File: src/rtl/fifo_byte_drain.sv
// -----------------------------------------------------------------------------
// fifo_byte_drain
//
// Drains DATA_W-bit words from a show-ahead FIFO and serialises each word onto
// a valid/ready byte stream, most significant byte first. A new word is read
// only when the block can start sending it. Reads are chained onto the final
// beat of the previous word, so a steady stream of words leaves no bubble.
// The block also counts words read and keeps a sticky FIFO-underflow error.
//
// Ports:
//   clk            in   system clock, rising edge
//   rst_n          in   synchronous active-low reset
//   enable         in   permits new FIFO reads; a word in progress completes
//   fifo_rd        out  single-cycle FIFO read strobe (combinational)
//   fifo_data_out  in   FIFO head word, valid whenever fifo_empty = 0
//   fifo_empty     in   FIFO empty flag
//   fifo_underflow in   FIFO underflow flag
//   byte_data      out  current output byte
//   byte_valid     out  byte_data valid
//   byte_ready     in   sink accepts byte
//   byte_last      out  last byte of the current word
//   word_count     out  words read since reset, wraps modulo 2^CNT_W
//   err_underflow  out  sticky underflow error, cleared only by reset
// -----------------------------------------------------------------------------
module fifo_byte_drain #(
    parameter int DATA_W = 32,
    parameter int CNT_W  = 16
) (
    input  logic              clk,
    input  logic              rst_n,
    input  logic              enable,
    output logic              fifo_rd,
    input  logic [DATA_W-1:0] fifo_data_out,
    input  logic              fifo_empty,
    input  logic              fifo_underflow,
    output logic [7:0]        byte_data,
    output logic              byte_valid,
    input  logic              byte_ready,
    output logic              byte_last,
    output logic [CNT_W-1:0]  word_count,
    output logic              err_underflow
);

    localparam int NBYTES = DATA_W / 8;
    localparam int IDX_W  = (NBYTES > 1) ? $clog2(NBYTES) : 1;
    localparam logic [IDX_W-1:0] LAST_IDX = IDX_W'(NBYTES - 1);

    localparam logic [0:0] ST_IDLE = 1'b0;
    localparam logic [0:0] ST_SEND = 1'b1;

    logic [0:0]        state_q, state_d;
    logic [IDX_W-1:0]  idx_q, idx_d;
    logic [DATA_W-1:0] shift_q, shift_d;
    logic [CNT_W-1:0]  word_count_q;
    logic              err_q;

    logic beat;
    logic last_beat;

    assign beat      = (state_q == ST_SEND) & byte_ready;
    assign last_beat = beat & (idx_q == LAST_IDX);

    // A read is allowed from IDLE, or on the final beat of the current word so
    // the next word follows without a gap. Gating with rst_n keeps the strobe
    // low while reset is held, even if the FSM registers are not yet cleared.
    assign fifo_rd = rst_n & enable & ~fifo_empty &
                     ((state_q == ST_IDLE) | last_beat);

    always_comb begin
        state_d = state_q;
        idx_d   = idx_q;
        shift_d = shift_q;
        if (fifo_rd) begin
            shift_d = fifo_data_out;
            idx_d   = '0;
            state_d = ST_SEND;
        end else if (beat) begin
            // After the final beat the register shifts to zero, so byte_data
            // reads 0 while idle.
            shift_d = shift_q << 8;
            if (idx_q == LAST_IDX) begin
                state_d = ST_IDLE;
            end else begin
                idx_d = idx_q + IDX_W'(1);
            end
        end
    end

    always_ff @(posedge clk) begin
        if (!rst_n) begin
            state_q      <= ST_IDLE;
            idx_q        <= '0;
            shift_q      <= '0;
            word_count_q <= '0;
            err_q        <= 1'b0;
        end else begin
            state_q <= state_d;
            idx_q   <= idx_d;
            shift_q <= shift_d;
            if (fifo_rd) begin
                word_count_q <= word_count_q + CNT_W'(1);
            end
            if (fifo_underflow) begin
                err_q <= 1'b1;
            end
        end
    end

    assign byte_valid    = (state_q == ST_SEND);
    assign byte_data     = shift_q[DATA_W-1 -: 8];
    assign byte_last     = byte_valid & (idx_q == LAST_IDX);
    assign word_count    = word_count_q;
    assign err_underflow = err_q;

endmodule

File: config.mk
export PLATFORM = sky130hd
export DESIGN_NAME = fifo_byte_drain
export DESIGN_NICKNAME = d
export VERILOG_FILES = /design/src/rtl/fifo_byte_drain.sv
export SDC_FILE = /design/constraint.sdc
export NUM_CORES = 1
export LEC_CHECK = 0
export BUFFER_PORTS_ARGS = -buffer_cell sky130_fd_sc_hd__buf_2
export CORE_MARGIN = 2
export CORE_UTILIZATION = 44
export CTS_CLUSTER_SIZE = 16
export DETAILED_ROUTE_END_ITERATION = 7
export GPL_TIMING_DRIVEN = 0
export PLACE_DENSITY_LB_ADDON = 0.3
export SYNTH_ARGS = -nofsm -noshare
export SYNTH_HDL_FRONTEND = slang
export SYNTH_SLANG_ARGS = --single-unit
export TNS_END_PERCENT = 10
File: constraint.sdc
create_clock -name clk -period 2.6 [get_ports clk]
set_input_delay 0.13 -clock clk [delete_from_list [all_inputs] [get_ports clk]]
set_output_delay 0.13 -clock clk [all_outputs]
set_load 0.1 [all_outputs]
==> summary.txt, run 1 <==
outcome: finished, final reports clean
Avg Vias per Cell: 5.139
Antenna Nets Post-Route: 0
Clock Skews: 0.008240 ns
Final Hold Fails: 0
# fillers: 520
Reg area: 1041 um^2
delay-heaviest family, CP: buffers and inverters
worst-margin pin slew: 0.5952 ns
I/O pins: 66
asr flop ratio synth: 0%
final setup fails: 0
core area: 5010 um^2
n_diodes: 0
Max-Cap Viols: 0
# hold bufs at CTS: 0
Avg WL per Cell: 13.01 um
worst-path cell chain: ha_1 > a21bo_2 > nand2_2 > inv_2 > buf_2 > buf_2
crit path max fanout: 10
Vias: 2148
largest net degree at the start of global routing: 15
final max-slew violation count: 0
die height: 75.57 um
Period Utilization, post-route: 86.68%
startpoint types: register
postcts setup bufs: 0
share of the synthesized area in the top cell type: 46.20%
Starting Density: 44.98%
Tot GR Track Use: 19.42%
Main synth FF type: dfxtp_1
WL final: 5437 um
die area: 5710 um^2
leak pwr: 1.186 nW
CP most frequent cell: buf_2
Syn. warnings: 0
Pwr Density: 573.7 nW/um^2
fin nets: 388
gpl congestion: 0.8374
Yosys top cell by area: dfxtp_1
CTS buffer count: 5
RSZ-0062 raised after global routing: no
worst-skew pair later-pin latency: 0.30 ns
Cell variety after synth: 39
first-pass GRT wire length: 8452 um
Hold Crit Start: fifo_underflow
Post-Layout Cell Count: 418
Setup CP Type: reg2out
max_slew headroom: 59.96%
Bufs on Longest Clock Path: 2
CP max stage cell: buf_2
worst min path class: in2reg
drt pass-1 iters: 4
Post-synth top cells: a21oi_1, dfxtp_1, nand2_1
Worst Path Required: 2.47 ns
setup TNS: 0 ns
share of cells above drive strength 1: 25.86%
row cnt: 26
min Tclk post-route: 2.254 ns
crit path launch: idx_q[0]
net count after synthesis: 316
Placed Cells: 411
Synth Cell Area: 2253 um^2
Worst Path Arrival: 2.12 ns
Cells after Synth: 276
reg2reg start: word_count[0]
Root Buffer: clkbuf_8
H-tree depth reported by CTS: 2
Post-synth EDFFs: 0
grt ovf: 0
Syn Area/Cell: 8.165 um^2
initial drt markers: 119
CTS tree: yes
Final HPWL DP: 3981 um
vias in the first global route: 1858
Port Buf Inserts: 65
WP buf/inv: 3
post_cts resized: 0
Worst-path clk slew: 0.09 ns
Max Freq: 0.4437 GHz
Final Hold Slack: 0.03250 ns
Synth area leaders: dfxtp_1, a21oi_1, o21ai_0
die width: 75.57 um
area grow syn2layout: 21.77%
sequential-to-total area share from yosys stat: 46.20%
critical path's largest stage delay: 0.46 ns
crit end category: output pin
Pwr Total: 1.574 mW
initial antenna violation count: 0
VDD IR max: 0.2963 mV
#FFs+latches synth: 52
multi-input logic area: 1066 um^2
number of remaining DRC errors: 0
CTS sink cnt: 52
## report_power, final
group | switching [mW] | leakage, nW | internal [mW]
clock | 0.257 | 0.0410 | 0.184
combinational | 0.198 | 0.722 | 0.0808
sequential | 0.0210 | 0.424 | 0.833
## cell type report
cell class                 count  share of cell area, %
buffer                        24                  4.651
clock buffer                   6                  2.645
clock inverter                 1                 0.1824
inverter                       5                 0.6840
multi-input combinational    195                  38.85
sequential                    52                  37.94
tap                           70                  3.192
timing repair buffer          65                  11.86
## sequential cells by signal (all words and copies together) (netlist names)
| name | cells |
|---|---|
| word_count | 16 |
| shift_q | 32 |
| byte_valid | 1 |
| err_underflow | 1 |
| idx_q | 2 |
## per-stage QoR
stage / setup WS [ns] / cell area, um^2 / util [%]
after floorplan: 0.3617 / 2253 / -
after global placement: 0.7070 / 2666 / 53.22
after detailed placement: 0.6683 / 2666 / 53.22
after CTS: 0.3311 / 2744 / 54.77
after global routing: 0.2066 / 2744 / 54.77
final: 0.3463 / 2744 / 54.77
## layout by cell type (no fill, tap or decap), types with 2 or more instances in the layout
master / n
or3_1: 5
a21oi_1: 52
buf_2: 71
inv_1: 4
o21ai_0: 30
buf_4: 8
a31oi_1: 2
xor2_1: 2
clkbuf_1: 11
nand3b_1: 2
nand4_1: 2
and4_1: 5
and2_1: 2
a22oi_1: 8
o21a_1: 2
dfxtp_1: 52
nor2_1: 19
ha_1: 2
clkbuf_8: 5
nand2_1: 33
nor3_1: 2
nand3_1: 5
xnor2_1: 6
## per-layer routing
layer	wire [um]	part of all wire, %	global-route usage, %	vias up
li1	-	-	-	1104
met1	2520	46	25.94	992
met2	2675	49	31.79	50
met3	211	3.9	3.175	2
met4	29	0.53	7.018	0
met5	0	0	0	-
## worst min-delay path, stage by stage
cell and delay [ns]:
buf_2 0.08, nor2_1 0.03, nor2_1 0.06
## path summary, 6_finish.rpt
check                        end  slack [ns]  depth (start not counted)
setup / recovery         fifo_rd        0.35                          6
hold / removal     err_underflow        0.03                          3
setup reg to reg  word_count[14]        0.90                          5
hold reg to reg    err_underflow        0.47                          2
## kinds of logic after synthesis
| logic type | count (synthesis) | share of synthesized area [%] |
|---|---|---|
| multiplexers | 1 | 0.4442 |
| buffers and inverters | 29 | 6.496 |
| AO/OA/AOI/OAI | 100 | 24.15 |
| XOR/XNOR | 8 | 3.110 |
| flip-flops | 52 | 46.20 |
| AND/OR/NAND/NOR | 84 | 18.49 |
| adder cells (fa/ha/maj) | 2 | 1.110 |
No activity file was read; power rests on OpenSTA's default activity.
==> inputs of run 2 (changes only) <==
--- a/config.mk
+++ b/config.mk
@@ -6,8 +6,10 @@
 export NUM_CORES = 1
 export LEC_CHECK = 0
 export BUFFER_PORTS_ARGS = -buffer_cell sky130_fd_sc_hd__buf_2
+export CELL_PAD_IN_SITES_DETAIL_PLACEMENT = 1
+export CELL_PAD_IN_SITES_GLOBAL_PLACEMENT = 2
 export CORE_MARGIN = 2
-export CORE_UTILIZATION = 44
+export CORE_UTILIZATION = 29
 export CTS_CLUSTER_SIZE = 16
 export DETAILED_ROUTE_END_ITERATION = 7
 export GPL_TIMING_DRIVEN = 0
==> constraint.sdc (replaced) <==
create_clock -name clk -period 2.1 [get_ports clk]
set_input_delay 0.105 -clock clk [delete_from_list [all_inputs] [get_ports clk]]
set_output_delay 0.105 -clock clk [all_outputs]
set_load 0.1 [all_outputs]
==> summary.txt, run 2 (same netlist as run 1, synthesis figures left out) <==
min Tclk post-route: 1.988 ns
net switching fraction of the power: 29.51%
area grow syn2layout: 24.99%
Tot GR Track Use: 16.08%
final setup fails: 0
internal power: 1.487 mW
I/O pins: 66
H-tree depth reported by CTS: 2
Max Freq: 0.5031 GHz
# fillers: 980
Vias: 2227
die area: 8492 um^2
fin nets: 387
Pwr Density: 749.1 nW/um^2
WL final: 6675 um
core area: 7607 um^2
CTS sink cnt: 52
final max-slew violation count: 0
WHS Path Cells: 3
number of flip-flops in the largest register: 32
Worst Path Required: 2.00 ns
setup ws final: 0.1123 ns
CTS tree: yes
Starting Density: 29.62%
startpoint types: register
gpl congestion: 0.7804
highest-count cells in the layout ignoring fill and taps: buf_2, a21oi_1, dfxtp_1, nand2_1, o21ai_0
CTS buffer count: 5
n_diodes: 0
worst-margin pin slew: 0.5797 ns
Period Utilization, post-route: 94.65%
Avg WL per Cell: 14.83 um
max_slew headroom: 61.35%
RSZ-0062 raised after global routing: no
sw power: 622.7 uW
violated checks: negative hold slack
Antenna Nets Post-Route: 0
outcome: finished, violations left
Setup CP Type: reg2out
vias in the first global route: 2229
die width: 92.15 um
Worst-path clk slew: 0.10 ns
drt pass-1 iters: 4
Root Buffer: clkbuf_8
number of remaining DRC errors: 0
Hold Crit Start: fifo_underflow
number of cells on the worst reg-to-reg path: 7
die height: 92.15 um
most common cell after layout, fill and taps aside: buf_2
worst-skew pair later-pin latency: 0.31 ns
first-pass GRT wire length: 10780 um
Final Hold Slack: -0.002829 ns
initial drt markers: 53
Final Hold Fails: 1
reg2reg start: idx_q[0]
pre-CTS setup slack: 0.1330 ns
leak pwr: 1.197 nW
Final HPWL DP: 4956 um
Reg with most FFs: shift_q
Clock Skews: 0.007937 ns
row cnt: 32
Clk pwr share: 33.0%
Port Buf Inserts: 65
Max-Cap Viols: 0
Avg Vias per Cell: 4.949
Pwr Total: 2.110 mW
Comb power frac: 16.8%
Worst Hold Path EP: err_underflow
reg-to-reg endpoint: word_count[0]
Worst Path Arrival: 1.88 ns
largest net degree at the start of global routing: 19
share of cells above drive strength 1: 26.15%
initial antenna violation count: 0
reg2reg setup slack: 0.17 ns
VDD IR max: 0.2821 mV
crit end category: output pin
Bufs on Longest Clock Path: 2
Sequential Power Share: 50.2%
grt ovf: 0
worst min path class: in2reg
crit path max fanout: 18
==> run 2: cell types whose count changed in the layout (fill, tap and decap cells not counted), sizes merged <==
cell,before,now
buf,79,78
bufinv,0,1
==> run 2: worst max path at each step <==
stage / depth (start not counted) / start / end
4_1_cts: 5 / idx_q[0] / fifo_rd
6_report: 5 / idx_q[0] / fifo_rd
2_1_floorplan: 5 / word_count[0] / word_count[14]
3_3_place_gp: 6 / idx_q[0] / fifo_rd
5_1_grt: 5 / idx_q[0] / fifo_rd
3_5_place_dp: 6 / idx_q[0] / fifo_rd
==> run 2: what timing repair did <==
action,CTS,global route
resized for setup,2,0
hold buffers,0,0
buffers inserted,0,0
endpoints found under the setup margin,1,0
==> run 2: critical path, stage by stage, from the launching register on <==
cell and delay (ns):
dfxtp_1 0.36, ha_1 0.21, a21bo_2 0.23, nand2_2 0.16, inv_2 0.32, buf_6 0.28
==> run 2: power by group through the flow <==
stage | sequential, mW | clock, mW | combinational, mW
2_1_floorplan | 1.10 | 0 | 0.228
3_3_place_gp | 1.08 | 0 | 0.352
3_5_place_dp | 1.08 | 0 | 0.357
4_1_cts | 1.06 | 0.720 | 0.359
5_1_grt | 1.07 | 0.757 | 0.387
6_report | 1.06 | 0.696 | 0.354
==> run 2: layout make-up <==
| cell class | count | area [um^2] | share of cell area [%] |
|---|---|---|---|
| Multi-Input combinational cell | 195 | 1066 | 37.85 |
| Buffer | 23 | 122.6 | 4.354 |
| Clock buffer | 6 | 72.57 | 2.577 |
| Sequential cell | 52 | 1042 | 37.01 |
| Timing Repair Buffer | 65 | 331.6 | 11.77 |
| Inverter | 5 | 18.77 | 0.6664 |
| Tap cell | 102 | 127.6 | 4.531 |
| Clock inverter | 2 | 35.03 | 1.244 |
==> run 2: metrics by stage <==
step	cell area [um^2]	utilization, %	hold slack [ns]	instances	setup TNS, ns
after floorplan	2255	-	0.2208	276	-0.2744
after global placement	2708	35.59	0.3112	443	0
after detailed placement	2708	35.59	0.3293	443	0
after CTS	2816	37.02	0.0005758	450	0
after global routing	2816	37.02	0.006207	450	0
final	2816	37.02	-0.002829	450	0
==> run 2: per-layer routing <==
layer  wire length, um  track usage [%]  share of wire [%]
met1              2926            20.02                 44
met2              3411            28.55                 51
met3               273            3.205                4.1
met4                63            3.731               0.94
met5                 0                0                  0
